===== config.mk =====
export PLATFORM = sky130hd
export DESIGN_NAME = mem_arb_intf
export DESIGN_NICKNAME = d
export VERILOG_FILES = /design/src/rtl/mem_arb_intf.sv
export SDC_FILE = /design/constraint.sdc
export NUM_CORES = 1
export LEC_CHECK = 0
export BUFFER_PORTS_ARGS = -buffer_cell sky130_fd_sc_hd__buf_2
export CORE_ASPECT_RATIO = 1.2
export CORE_MARGIN = 3
export CORE_UTILIZATION = 40
export DETAILED_ROUTE_END_ITERATION = 8
export GPL_TIMING_DRIVEN = 0
export PLACE_DENSITY = 0.71
export SYNTH_ARGS = -nofsm -noshare
export SYNTH_HDL_FRONTEND = slang
export SYNTH_SLANG_ARGS = --single-unit
export TNS_END_PERCENT = 1

===== constraint.sdc =====
create_clock -name clk -period 1.9 [get_ports clk]
set_clock_uncertainty 0.1 [all_clocks]
set_input_delay 0 -clock clk [delete_from_list [all_inputs] [get_ports clk]]
set_output_delay 0 -clock clk [all_outputs]
set_load 0.01 [all_outputs]

===== src/rtl/mem_arb_intf.sv =====
// Round-robin arbiter of NCH load/store requesters onto one single-port SRAM req/resp handshake.
// Latency: request sampled in IDLE -> req next cycle; mem_resp -> done one cycle later (best case 2 cycles).
// Backpressure: a level request is held until its done pulse; a silent memory is abandoned after TMO cycles with err.
module mem_arb_intf #(
    parameter int NCH = 2,
    parameter int DW  = 16,
    parameter int AW  = 14,
    parameter int TMO = 64
) (
    input  logic                clk,
    input  logic                reset_n,
    input  logic [NCH-1:0]      store,
    input  logic [NCH-1:0]      load,
    input  logic [NCH*DW-1:0]   wdata,
    input  logic [NCH*AW-1:0]   addr,
    output logic [NCH-1:0]      done,
    output logic                err,
    output logic [DW-1:0]       rdata,
    output logic                write_req,
    output logic                read_req,
    output logic [AW-1:0]       addrout,
    output logic [DW-1:0]       wdata_out,
    input  logic [DW-1:0]       rdata_in,
    input  logic                mem_resp
);

    localparam int PW = (NCH > 1) ? $clog2(NCH) : 1;
    localparam int CW = $clog2(TMO);

    typedef enum logic [1:0] {
        S_IDLE = 2'd0,
        S_WAIT = 2'd1,
        S_DONE = 2'd2
    } state_t;

    state_t          r_state;
    state_t          w_state_nxt;
    logic [PW-1:0]   r_ptr;
    logic [PW-1:0]   r_grant;
    logic            r_is_store;
    logic            r_timeout;
    logic [AW-1:0]   r_addr;
    logic [DW-1:0]   r_wdata;
    logic [DW-1:0]   r_rdata;
    logic [CW-1:0]   r_cnt;

    logic [NCH-1:0]   w_pending;
    logic [2*NCH-1:0] w_rot;
    logic             w_found;
    logic [PW:0]      w_sum;
    logic [PW-1:0]    w_sel;
    logic             w_tmo_hit;
    logic             w_start;

    assign w_pending = store | load;
    assign w_tmo_hit = (r_cnt == CW'(TMO - 1));
    assign w_start   = (r_state == S_IDLE) && w_found;

    // Rotate the pending vector so bit 0 is the channel at ptr, take the first set bit, map back modulo NCH.
    always_comb begin
        w_rot   = {w_pending, w_pending} >> r_ptr;
        w_found = 1'b0;
        w_sum   = '0;
        for (int i = 0; i < NCH; i++) begin
            if (!w_found && w_rot[i]) begin
                w_found = 1'b1;
                w_sum   = {1'b0, r_ptr} + (PW+1)'(i);
            end
        end
        if (w_sum >= (PW+1)'(NCH)) begin
            w_sum = w_sum - (PW+1)'(NCH);
        end
        w_sel = w_sum[PW-1:0];
    end

    // Next-state logic for the IDLE -> WAIT -> DONE access sequence.
    always_comb begin
        w_state_nxt = r_state;
        case (r_state)
            S_IDLE:  if (w_found) w_state_nxt = S_WAIT;
            S_WAIT:  if (mem_resp || w_tmo_hit) w_state_nxt = S_DONE;
            S_DONE:  w_state_nxt = S_IDLE;
            default: w_state_nxt = S_IDLE;
        endcase
    end

    // State register; reset forces IDLE so req drops without waiting for a clock.
    always_ff @(posedge clk or negedge reset_n) begin
        if (!reset_n) begin
            r_state <= S_IDLE;
        end else begin
            r_state <= w_state_nxt;
        end
    end

    // Latch the granted channel's command; store wins over load on the same channel.
    always_ff @(posedge clk or negedge reset_n) begin
        if (!reset_n) begin
            r_grant    <= '0;
            r_is_store <= 1'b0;
            r_addr     <= '0;
            r_wdata    <= '0;
        end else if (w_start) begin
            r_grant    <= w_sel;
            r_is_store <= store[w_sel];
            r_addr     <= addr[int'(w_sel)*AW +: AW];
            r_wdata    <= wdata[int'(w_sel)*DW +: DW];
        end
    end

    // Timeout counter: cleared when the access starts, counts WAIT cycles, saturates at TMO-1.
    always_ff @(posedge clk or negedge reset_n) begin
        if (!reset_n) begin
            r_cnt <= '0;
        end else if (w_start) begin
            r_cnt <= '0;
        end else if (r_state == S_WAIT && !w_tmo_hit) begin
            r_cnt <= r_cnt + 1'b1;
        end
    end

    // Error flag for the DONE cycle; a response in the last WAIT cycle still counts as success.
    always_ff @(posedge clk or negedge reset_n) begin
        if (!reset_n) begin
            r_timeout <= 1'b0;
        end else if (r_state == S_WAIT) begin
            r_timeout <= !mem_resp && w_tmo_hit;
        end else if (r_state == S_IDLE) begin
            r_timeout <= 1'b0;
        end
    end

    // Read data is only replaced by a successful load; stores and timeouts leave it alone.
    always_ff @(posedge clk or negedge reset_n) begin
        if (!reset_n) begin
            r_rdata <= '0;
        end else if (r_state == S_WAIT && mem_resp && !r_is_store) begin
            r_rdata <= rdata_in;
        end
    end

    // Advance the round-robin pointer past the channel just served.
    always_ff @(posedge clk or negedge reset_n) begin
        if (!reset_n) begin
            r_ptr <= '0;
        end else if (r_state == S_DONE) begin
            if (r_grant == PW'(NCH - 1)) begin
                r_ptr <= '0;
            end else begin
                r_ptr <= r_grant + 1'b1;
            end
        end
    end

    // Done is a one-hot pulse to the granted channel during the DONE cycle.
    always_comb begin
        done = '0;
        if (r_state == S_DONE) begin
            done[r_grant] = 1'b1;
        end
    end

    assign err       = (r_state == S_DONE) && r_timeout;
    assign write_req = (r_state == S_WAIT) && r_is_store;
    assign read_req  = (r_state == S_WAIT) && !r_is_store;
    assign addrout   = r_addr;
    assign wdata_out = r_wdata;
    assign rdata     = r_rdata;

endmodule

# Word-level counts from Yosys, hierarchy flattened
# Cells that the tools add are included.
[classes] addsub=4 multipliers=1 magnitude_cmp=4 eq_ne=5 n_shift=3 mux=18 bitwise_logic=1 reduce_logical=19
[op_table] operator="$shiftx A32 B6 Y16" n=1
[op_table] operator="$shiftx A28 B6 Y14" n=1
[op_table] operator="$mux W6" n=2
[op_table] operator="$logic_and A1 B1 Y1" n=10
[op_table] operator="$mux W1" n=10
[op_table] operator="$mux W2" n=4
[op_table] operator="$add A6 B1 Y6 const B" n=1
[op_table] operator="$eq A6 B6 Y1 const B" n=1
[op_table] operator="$logic_not A1 Y1" n=4
[op_table] operator="$lt A1 B2 Y1 const B" n=2
[op_table] operator="$mul A1 B3 Y4 const B" n=1
[op_table] operator="$ne A2 B2 Y1 const B" n=2
[op_table] operator="$pmux W2 S2" n=1
[op_table] operator="$reduce_bool A2 Y1" n=2
[op_table] operator="$shr A4 B1 Y2" n=1
[op_table] operator="$add A1 B1 Y2 const B" n=1
[op_table] operator="$eq A2 B1 Y1 const B" n=1
[op_table] operator="$eq A2 B2 Y1 const B" n=1
[op_table] operator="$ge A2 B2 Y1 const B" n=1
[op_table] operator="$logic_not A2 Y1" n=1
[op_table] operator="$or A2 B2 Y2" n=1
[op_table] operator="$reduce_and A2 Y1" n=1
[op_table] operator="$add A1 B1 Y1 const B" n=1
[op_table] operator="$demux W1 S1" n=1
[op_table] operator="3 further kinds" n=3
[totals] reg_bits=58 inputBits=83

# Depth between registers and ports, before layout
# Gate-level depths: netlist of run 1.
[depth] word_depth=10 depth_mapped=5 depth_no_buf=4

# Worst setup path before layout of run 1
# No wires, ideal clock.
[synth_path] kind="register -> register" start="register r_state[1]" end="register r_rdata[10], in the netlist rdata[10]" setup_ps=125 t_arrival_ps=1451 required_ps=1675 setup_slack_ps=225 stages_incl_launch_ff=5 path_buffers=1 period_less_slack_ps=1675 cell_sequence="dfrtp_1 nand2b_4 nor3_2 buf_4 mux2_2"
[synth_between] elab_chain_cells=3
[synth_lines] element="start: declaration" line_no="36" source="state_t r_state;"
[synth_lines] element="start signal: assignment" line_no="92" source="r_state <= w_state_nxt;"
[synth_lines] element="$eq A2 B1 Y1" line_no="137" source="end else if (r_state == S_WAIT && mem_resp && !r_is_store) begin"
[synth_lines] element="$logic_and A1 B1 Y1 (2 in series)" line_no="137"
[synth_lines] element="end signal: assignment" line_no="138" source="r_rdata <= rdata_in;"
[synth_lines] element="end: declaration" line_no="44" source="logic [DW-1:0] r_rdata;"
# Every way passes these cells.
# A chain may end at the register's enable or synchronous reset.

# Final worst setup path of run 1
[layout_path] start="register r_state[1]" end="register r_rdata[7], in the netlist rdata[7]"
# The elaborated chain is that of the path after synthesis.

==> results.toml, run 1 <==
[die]
num_io_pins = 134
dieArea_um2 = 8070
rows = 32
die_width_um = 82.5
initial_core_util_pct = 42.5
core_um2 = 6610
die_h_um = 97.8

[worst_setup_path]
cp_top_family = "simple AND/OR/NAND/NOR gates"
reg2reg_slack_ns = 0.13
crit_path_start_kind = "flip-flop"
critPathKind = "reg2reg"
crit_buf_inv = 1
r2r_start = "r_state[1]"
r2r_end = "rdata[7]"
path_depth = 4
cp_slowest_stage_delay_ns = 0.44
crit_path_cell_trace = "nand2b_4 -> nor3_4 -> buf_4 -> mux2_2"
endpoint_kind = "flip-flop"
crit_slowest_cell = "dfrtp_1"
crit_arrival_ns = 1.88
worstPathMaxFanout = 10
worstRegToRegCells = 4
crit_required_ns = 2.01

[clock_network]
cts-root-buf = "clkbuf_8"
post_cts_buffers = 0
clock_path_buffers = 2
cts_sinks = 58
clk_pin_slew_worst_paths_ns = 0.06
cts_made_buffers = 9
cts_tree = "yes"
htree_levels = 3
worst_skew_pair.late_latency_ns = 0.33

[sta]
fin_crit_ns = 1.77
setup_viol = 0
hold_viol = 0
slew_viol_final = 0
tightestPinTransition_ns = 0.762
max_slew_margin_pct = 49.2
whs_ns = 0.0101
max_freq_ghz = 0.565
final.setup.tns_ns = 0
fin_crit_sh_pct = 93.1
rsz0062_at_grt = "false"

[route]
highest_layer = "met4"
drtAntennaViolNets = 0
drt_iter0_markers = 157
met3WireLength_um = 780
drc = 0
vias = 3127
wl_met1_um = 3670
avgViaCountPerCell = 5.31
firstDrtPassIters = 4
wirelength_um = 9390
wl_per_cell_um = 15.9
wl_met2_um = 4660

[yosys]
syn_inst = 273
ys_ff_latch = 58
yosys_warnings = 0
ys_top_cells_by_area = "dfrtp_1 (52%), nand3b_1 (8.0%), a31oi_1 (6.7%), o21ai_0 (6.4%), mux2_2 (6.4%)"
synth_top_area_share_pct = 51.6
synth_edf_count = 0
ys_types = 36
syn_area_um2 = 2810
ys.flop_type = "dfrtp_1"
synth_fp_nets = 357
async_reset_ff_share_pct = 100
yosysSeqAreaShare_pct = 51.6
avgSynthCellArea_um2 = 10.3
synth_top_cell_by_area = "dfrtp_1"

[final_layout]
syn_to_final_growth_pct = 64.1
antenna_cells = 0
fin_nets = 583
fillerInstances = 502
instances_no_fill = 589
drive_gt1_share_pct = 35.1
final_area_um2 = 4610

[flow_run]
cap_violations = 0

[worst_hold_path]
hold_class = "in2reg"
hold_depth = 3
holdPathEnd = "r_is_store"
worstHoldStart = "load[0]"

[global_route]
grt_pass1_vias = 3218
grt_start_max_net_pins = 59
grt_use_total_pct = 23.3
grt_remaining_overflow = 0
grt_pass1_wl_um = 14700
antenna_found_initial = 0

[run_status]
status = "completed"

[pwr]
leakagePower_nw = 2.08
vdd_drop_max_uv = 653
power.total_mw = 5.93
powerDensity_nw_per_um2 = 1290

[place]
placed_cell_area_um2 = 3580
place_congestion = 0.760
dp_cells = 491
dp_hpwl_um = 5660
port_buffers = 133
flip-flops by register name, summed over array words and instances (netlist names):
register    count
addrout        14
r_timeout       1
r_ptr           1
r_grant         1
r_state         2
r_is_store      1
wdata_out      16
rdata          16
r_cnt           6
layout make-up:
| class | count | area (um^2) | area share (%) |
|---|---|---|---|
| clock buffers | 14 | 173 | 3.74 |
| repair buffers | 215 | 1500 | 32.6 |
| clock inverters | 2 | 10.0 | 0.217 |
| well taps | 85 | 106 | 2.31 |
| multi-input cells | 190 | 1260 | 27.3 |
| flip-flops and latches | 58 | 1450 | 31.5 |
| inverters | 2 | 7.51 | 0.163 |
| plain buffers | 23 | 100 | 2.17 |
logic make-up (layout without fill, tap and decap cells):
| group | Yosys count | count (layout) | synth area share, % |
|---|---|---|---|
| fa+ha+maj | 1 | 1 | 0.445 |
| mux | 19 | 19 | 7.48 |
| buf+inv | 25 | 256 | 3.83 |
| simple gates | 63 | 63 | 15.3 |
| flops | 58 | 58 | 51.6 |
| compound gates | 107 | 107 | 21.3 |
per-stage QoR:
stage / util (%) / setup slack (ns)
floorplan: - / 0.225
global placement: 54.2 / 0.0232
detailed placement: 54.2 / -0.00324
CTS: 69.4 / 0.127
global route: 69.8 / 0.00346
finish: 69.8 / 0.131
placed cells by master, fill, tap and decap left out, drive strengths merged, types with 3 or more instances in the layout:
cell type and count:
nor3 5, nand2 3, clkbuf 30, buf 141, a21oi 33, mux2 16
nand3b 30, mux2i 3, dfrtp 58, dlygate4sd3 81, o21ai 36, and2 3
nor2 7, a31oi 30, nor2b 3
routing by layer:
metal	vias to the layer above	GRT usage, %
met5	-	0
met4	0	9.56
met3	33	5.90
met2	147	40.0
met1	1473	26.9
li1	1474	-
Yosys cell counts, types with 2 or more instances:
master    number
nand2_1        3
mux2i_1        3
clkbuf_1      16
a21oi_1       33
nor2b_1        3
buf_4          2
o21ai_0       36
nand3_1        2
nor3b_1        2
mux2_2        16
nor2_1         7
nor3_1         4
buf_2          5
inv_1          2
nand3b_1      30
dfrtp_1       58
and2_1         3
a31oi_1       30
how the worst max path moves through the flow:
stage	end	startpoint	slack, ns
after floorplan	rdata[10]	r_state[1]	0.22
after global placement	rdata[13]	r_state[1]	0.02
after detailed placement	addrout[13]	r_state[0]	-0.003
after CTS	addrout[13]	r_state[0]	0.13
after global routing	rdata[7]	r_state[1]	0.003
final	rdata[7]	r_state[1]	0.13
report_power, final:
part	switching, mW	internal [mW]	total [mW]
Combinational	1.49	1.22	2.71
Clock	0.455	0.577	1.03
Sequential	0.356	1.83	2.18
Total	2.30	3.63	5.93
what timing repair did:
item	4_1_cts	5_1_grt
resized for setup	2	0
endpoints found under the hold margin	107	0
endpoints found under the setup margin	12	0
hold buffers	81	0
tightest hold or removal path: cells and delay by family:
| kind | cells | cell delay, ns |
|---|---|---|
| and+or+nand+nor | 1 | 0.19 |
| AOI/OAI and AO/OA | 1 | 0.08 |
| buffers and inverters | 1 | 0.12 |
Power figures use the tool's default switching activity.
==> inputs of run 2 (changes only) <==
--- a/config.mk
+++ b/config.mk
@@ -12,6 +12,7 @@
 export DETAILED_ROUTE_END_ITERATION = 8
 export GPL_TIMING_DRIVEN = 0
 export PLACE_DENSITY = 0.71
+export RECOVER_POWER = 100
 export SYNTH_ARGS = -nofsm -noshare
 export SYNTH_HDL_FRONTEND = slang
 export SYNTH_SLANG_ARGS = --single-unit
==> run 2 against run 1 <==
  * Worst setup slack worse by 0.0030 ns
  * Sequential power about the same
  * Fmax down 0.17%
  * Via count shrank 0.29%
  * Flip-flop and latch count stayed put
  * Die area did not move
  * Largest cell class unchanged
  * Largest power group unchanged
==> results.toml, run 2 (synthesis results as in run 1) <==
[final_layout]
layout_common_cells = "buf_2 (84), dlygate4sd3_1 (81), clkbuf_1 (68)"
layout_commonest_cell = "buf_2"
final_area_um2 = 4530
fillerInstances = 537
fin_nets = 583
syn_to_final_growth_pct = 61.1
drive_gt1_share_pct = 25.2
instances_no_fill = 589
utilization_pct = 68.5
antenna_cells = 0

[global_route]
grt_pass1_wl_um = 14700
grt_pass1_vias = 3218
grt_start_max_net_pins = 59
antenna_found_initial = 0
grt_remaining_overflow = 0
grt_use_total_pct = 23.3

[route]
avgViaCountPerCell = 5.29
firstDrtPassIters = 5
wirelength_um = 9380
vias = 3118
drtAntennaViolNets = 0
drc = 0
drt_iter0_markers = 140
wl_per_cell_um = 15.9

[worst_setup_path]
reg2reg_slack_ns = 0.13
r2r_start = "r_state[1]"
r2r_end = "rdata[7]"
worstRegToRegCells = 4
crit_path_start_kind = "flip-flop"
endpoint_kind = "flip-flop"
crit_arrival_ns = 1.88
worstPathMaxFanout = 10
crit_required_ns = 2.01
critPathKind = "reg2reg"

[die]
rows = 32
die_h_um = 97.8
dieArea_um2 = 8070
initial_core_util_pct = 42.5
num_io_pins = 134
core_um2 = 6610
die_width_um = 82.5

[sta]
fin_crit_ns = 1.77
setup_viol = 0
max_freq_ghz = 0.564
hold_viol = 0
whs_ns = 0.0131
max_slew_margin_pct = 47.9
final.setup.tns_ns = 0
fin_crit_sh_pct = 93.3
slew_viol_final = 0
setup_ws_ns = 0.128
tightestPinTransition_ns = 0.781
rsz0062_at_grt = "false"

[clock_network]
cts_sinks = 58
clock_path_buffers = 2
cts-root-buf = "clkbuf_8"
clk_pin_slew_worst_paths_ns = 0.06
post_cts_buffers = 0
cts_made_buffers = 9
htree_levels = 3
worst_skew_pair.late_latency_ns = 0.33
cts_tree = "yes"

[place]
dp_hpwl_um = 5660
place_ws_ns = -0.00324
port_buffers = 133
dp_cells = 491
placed_cell_area_um2 = 3580
place_congestion = 0.760

[run_status]
status = "completed"

[pwr]
vdd_drop_max_uv = 653
power.total_mw = 5.81
powerDensity_nw_per_um2 = 1280
leakagePower_nw = 1.94

[worst_hold_path]
holdPathEnd = "r_is_store"
worstHoldStart = "load[0]"
hold_depth = 3
hold_class = "in2reg"

[flow_run]
cap_violations = 0
==> run 2: cell count changes in the layout (fill, tap and decap cells not counted) <==
| cell | before | now |
|---|---|---|
| and2_1 | 3 | 1 |
| buf_16 | 1 | 0 |
| clkbuf_1 | 18 | 68 |
| buf_2 | 138 | 84 |
| clkbuf_2 | 0 | 5 |
| and2_0 | 0 | 2 |
==> run 2: what timing repair did <==
item                                   CTS  global route
gates resized for setup                  2             0
endpoints found under the hold margin  107             0
setup endpoints to repair               12             0
hold buffers                            81             0
==> run 2: worst max-delay path, cell delays in order (launching register included) <==
cell,delay [ns]
dfrtp_1,0.44
nand2b_4,0.19
nor3_4,0.29
buf_4,0.26
mux2_2,0.36
==> run 2: cell type report <==
type,instances,area [um^2],area share (%)
clock inverter,2,10.0,0.221
inverter,2,7.51,0.166
timing repair buffer,215,1420,31.3
clock buffer,14,173,3.81
tap,85,106,2.35
buffer,23,100,2.21
sequential,58,1450,32.1
multi-input combinational,190,1260,27.8
==> run 2: worst max-delay path by stage <==
| stage | from | endpoint | cells after the start |
|---|---|---|---|
| 3_5_place_dp | r_state[0] | addrout[13] | 4 |
| 6_report | r_state[1] | rdata[7] | 4 |
| 2_1_floorplan | r_state[1] | rdata[10] | 4 |
| 4_1_cts | r_state[0] | addrout[13] | 4 |
| 3_3_place_gp | r_state[1] | rdata[13] | 4 |
| 5_1_grt | r_state[1] | rdata[7] | 4 |
==> run 2: layer usage <==
metal	share of wire [%]	GRT usage, %	vias to the layer above	wire length, um
met5	0	0	-	0
met4	3.1	9.56	0	287
li1	-	-	1474	-
met3	7.4	5.90	29	691
met2	49	40.0	139	4610
met1	40	26.9	1476	3790
==> run 2: power by group <==
part	total (mW)	internal, mW	switching, mW	leakage, nW
logic	2.57	1.08	1.49	1.16
registers	2.20	1.83	0.371	0.680
clock network	1.03	0.577	0.458	0.0965
==> inputs of run 3 (changes only) <==
==> constraint.sdc (replaced) <==
create_clock -name clk -period 2.2 [get_ports clk]
set_clock_uncertainty 0.1 [all_clocks]
set_input_delay 0.11 -clock clk [delete_from_list [all_inputs] [get_ports clk]]
set_output_delay 0.11 -clock clk [all_outputs]
set_load 0.01 [all_outputs]
==> run 3 against run 2 <==
  * Global-route usage is 0.21 points lower
  * Register-to-register slack improved by 0.03 ns
  * Worst setup slack better by 0.034 ns
  * Critical path depth up 1
  * Power shrank 14%
  * Cell count shrank 0.68%
  * Non-clock buffer count down 4
  * Flip-flop and latch count unchanged
  * Via count decreased by 1.5%
  * Worst hold slack improved by 0.032 ns
  * Clock-buffer cell count stayed put
  * Die area unchanged
  * Critical path type unchanged
  * Critical endpoint is now wdata_out[11]
  * Largest cell class unchanged
==> results.toml, run 3 (synthesis results as in run 1) <==
[route]
wl_met2_um = 4380
wirelength_um = 9110
vias = 3070
firstDrtPassIters = 4
drc = 0
wl_per_cell_um = 15.6
drt_iter0_markers = 199
met3WireLength_um = 803
drtAntennaViolNets = 0
avgViaCountPerCell = 5.25
highest_layer = "met4"
wl_met1_um = 3660

[global_route]
grt_pass1_wl_um = 14600
grt_start_max_net_pins = 59
grt_use_total_pct = 23.1
grt_pass1_vias = 3195
antenna_found_initial = 0
grt_remaining_overflow = 0

[sta]
rsz0062_at_grt = "false"
slew_viol_final = 0
fin_crit_sh_pct = 92.7
whs_ns = 0.0447
final.setup.tns_ns = 0
max_freq_ghz = 0.490
fin_crit_ns = 2.04
max_slew_margin_pct = 6.41
tightestPinTransition_ns = 1.40
setup_viol = 0
hold_viol = 0

[final_layout]
fin_nets = 579
layout_commonest_cell = "buf_2"
syn_to_final_growth_pct = 59.3
final_area_um2 = 4480
drive_gt1_share_pct = 24.8
layout_common_cells = "buf_2 (85), dlygate4sd3_1 (78), clkbuf_1 (68)"
utilization_pct = 67.8
fillerInstances = 546
instances_no_fill = 585
antenna_cells = 0

[clock_network]
cts-root-buf = "clkbuf_8"
htree_levels = 3
post_cts_buffers = 0
clk_pin_slew_worst_paths_ns = 0.06
worst_skew_pair.late_latency_ns = 0.33
cts_made_buffers = 9
cts_sinks = 58
clock_path_buffers = 2
cts_tree = "yes"

[die]
die_width_um = 82.5
rows = 32
die_h_um = 97.8
dieArea_um2 = 8070
num_io_pins = 134
initial_core_util_pct = 42.5
core_um2 = 6610

[worst_setup_path]
worstPathMaxFanout = 10
critPathKind = "reg2reg"
worstRegToRegCells = 5
crit_required_ns = 2.37
crit_arrival_ns = 2.21
crit_path_start_kind = "flip-flop"
r2r_end = "wdata_out[11]"
r2r_start = "r_ptr"
reg2reg_slack_ns = 0.16
endpoint_kind = "flip-flop"

[worst_hold_path]
hold_depth = 3
holdPathEnd = "r_is_store"
worstHoldStart = "store[1]"
hold_class = "in2reg"

[pwr]
vdd_drop_max_uv = 553
leakagePower_nw = 1.92
powerDensity_nw_per_um2 = 1110

[place]
port_buffers = 133
placed_cell_area_um2 = 3580
place_congestion = 0.760
dp_hpwl_um = 5660
dp_cells = 491

[flow_run]
cap_violations = 0

[run_status]
status = "completed"
[run 3: what timing repair did]
item / 4_1_cts / 5_1_grt
hold buffers: 78 / 0
endpoints found under the setup margin: 0 / 1
resized for setup: 0 / 5
hold endpoints to repair: 53 / 0
[run 3: final cells by class]
cell class	instances	area (um^2)	area share, %
Tap cell	85	106	2.37
Sequential cell	58	1450	32.4
Buffer	23	98.8	2.21
Timing Repair Buffer	211	1390	30.9
Clock buffer	14	173	3.86
Inverter	2	7.51	0.168
Clock inverter	2	10.0	0.224
Multi-Input combinational cell	190	1250	27.8
[run 3: how the worst max path moves through the flow]
stage,from,to
2_1_floorplan,r_state[1],rdata[10]
3_3_place_gp,r_state[1],rdata[13]
3_5_place_dp,r_state[0],addrout[13]
4_1_cts,r_state[0],wdata_out[11]
5_1_grt,r_ptr,wdata_out[11]
6_report,r_ptr,wdata_out[11]
[run 3: power breakdown]
group	total (mW)	internal (mW)	leakage, nW	switching, mW
sequential	1.89	1.58	0.680	0.309
clock	0.894	0.498	0.0965	0.396
combinational	2.20	0.923	1.14	1.28
total	4.98	3.00	1.92	1.98
[run 3: critical path: stages, from the launching register on]
cell and delay (ns):
dfrtp_1 0.42, o21ba_1 0.31, clkbuf_1 0.34, o21ai_0 0.13
a31oi_1 0.13, dlygate4sd3_1 0.56
[run 3: metrics by stage]
step           setup slack (ns)  power, mW
2_1_floorplan             0.525       3.20
3_3_place_gp              0.323       4.03
3_5_place_dp              0.297       4.10
4_1_cts                  0.0421       5.12
5_1_grt                  0.0168       5.39
6_report                  0.161       4.98
[run 3: routing by layer]
layer	up-vias	GRT usage, %
met5	-	0
met4	0	9.43
met3	24	5.90
met2	139	39.8
met1	1434	26.5
li1	1473	-
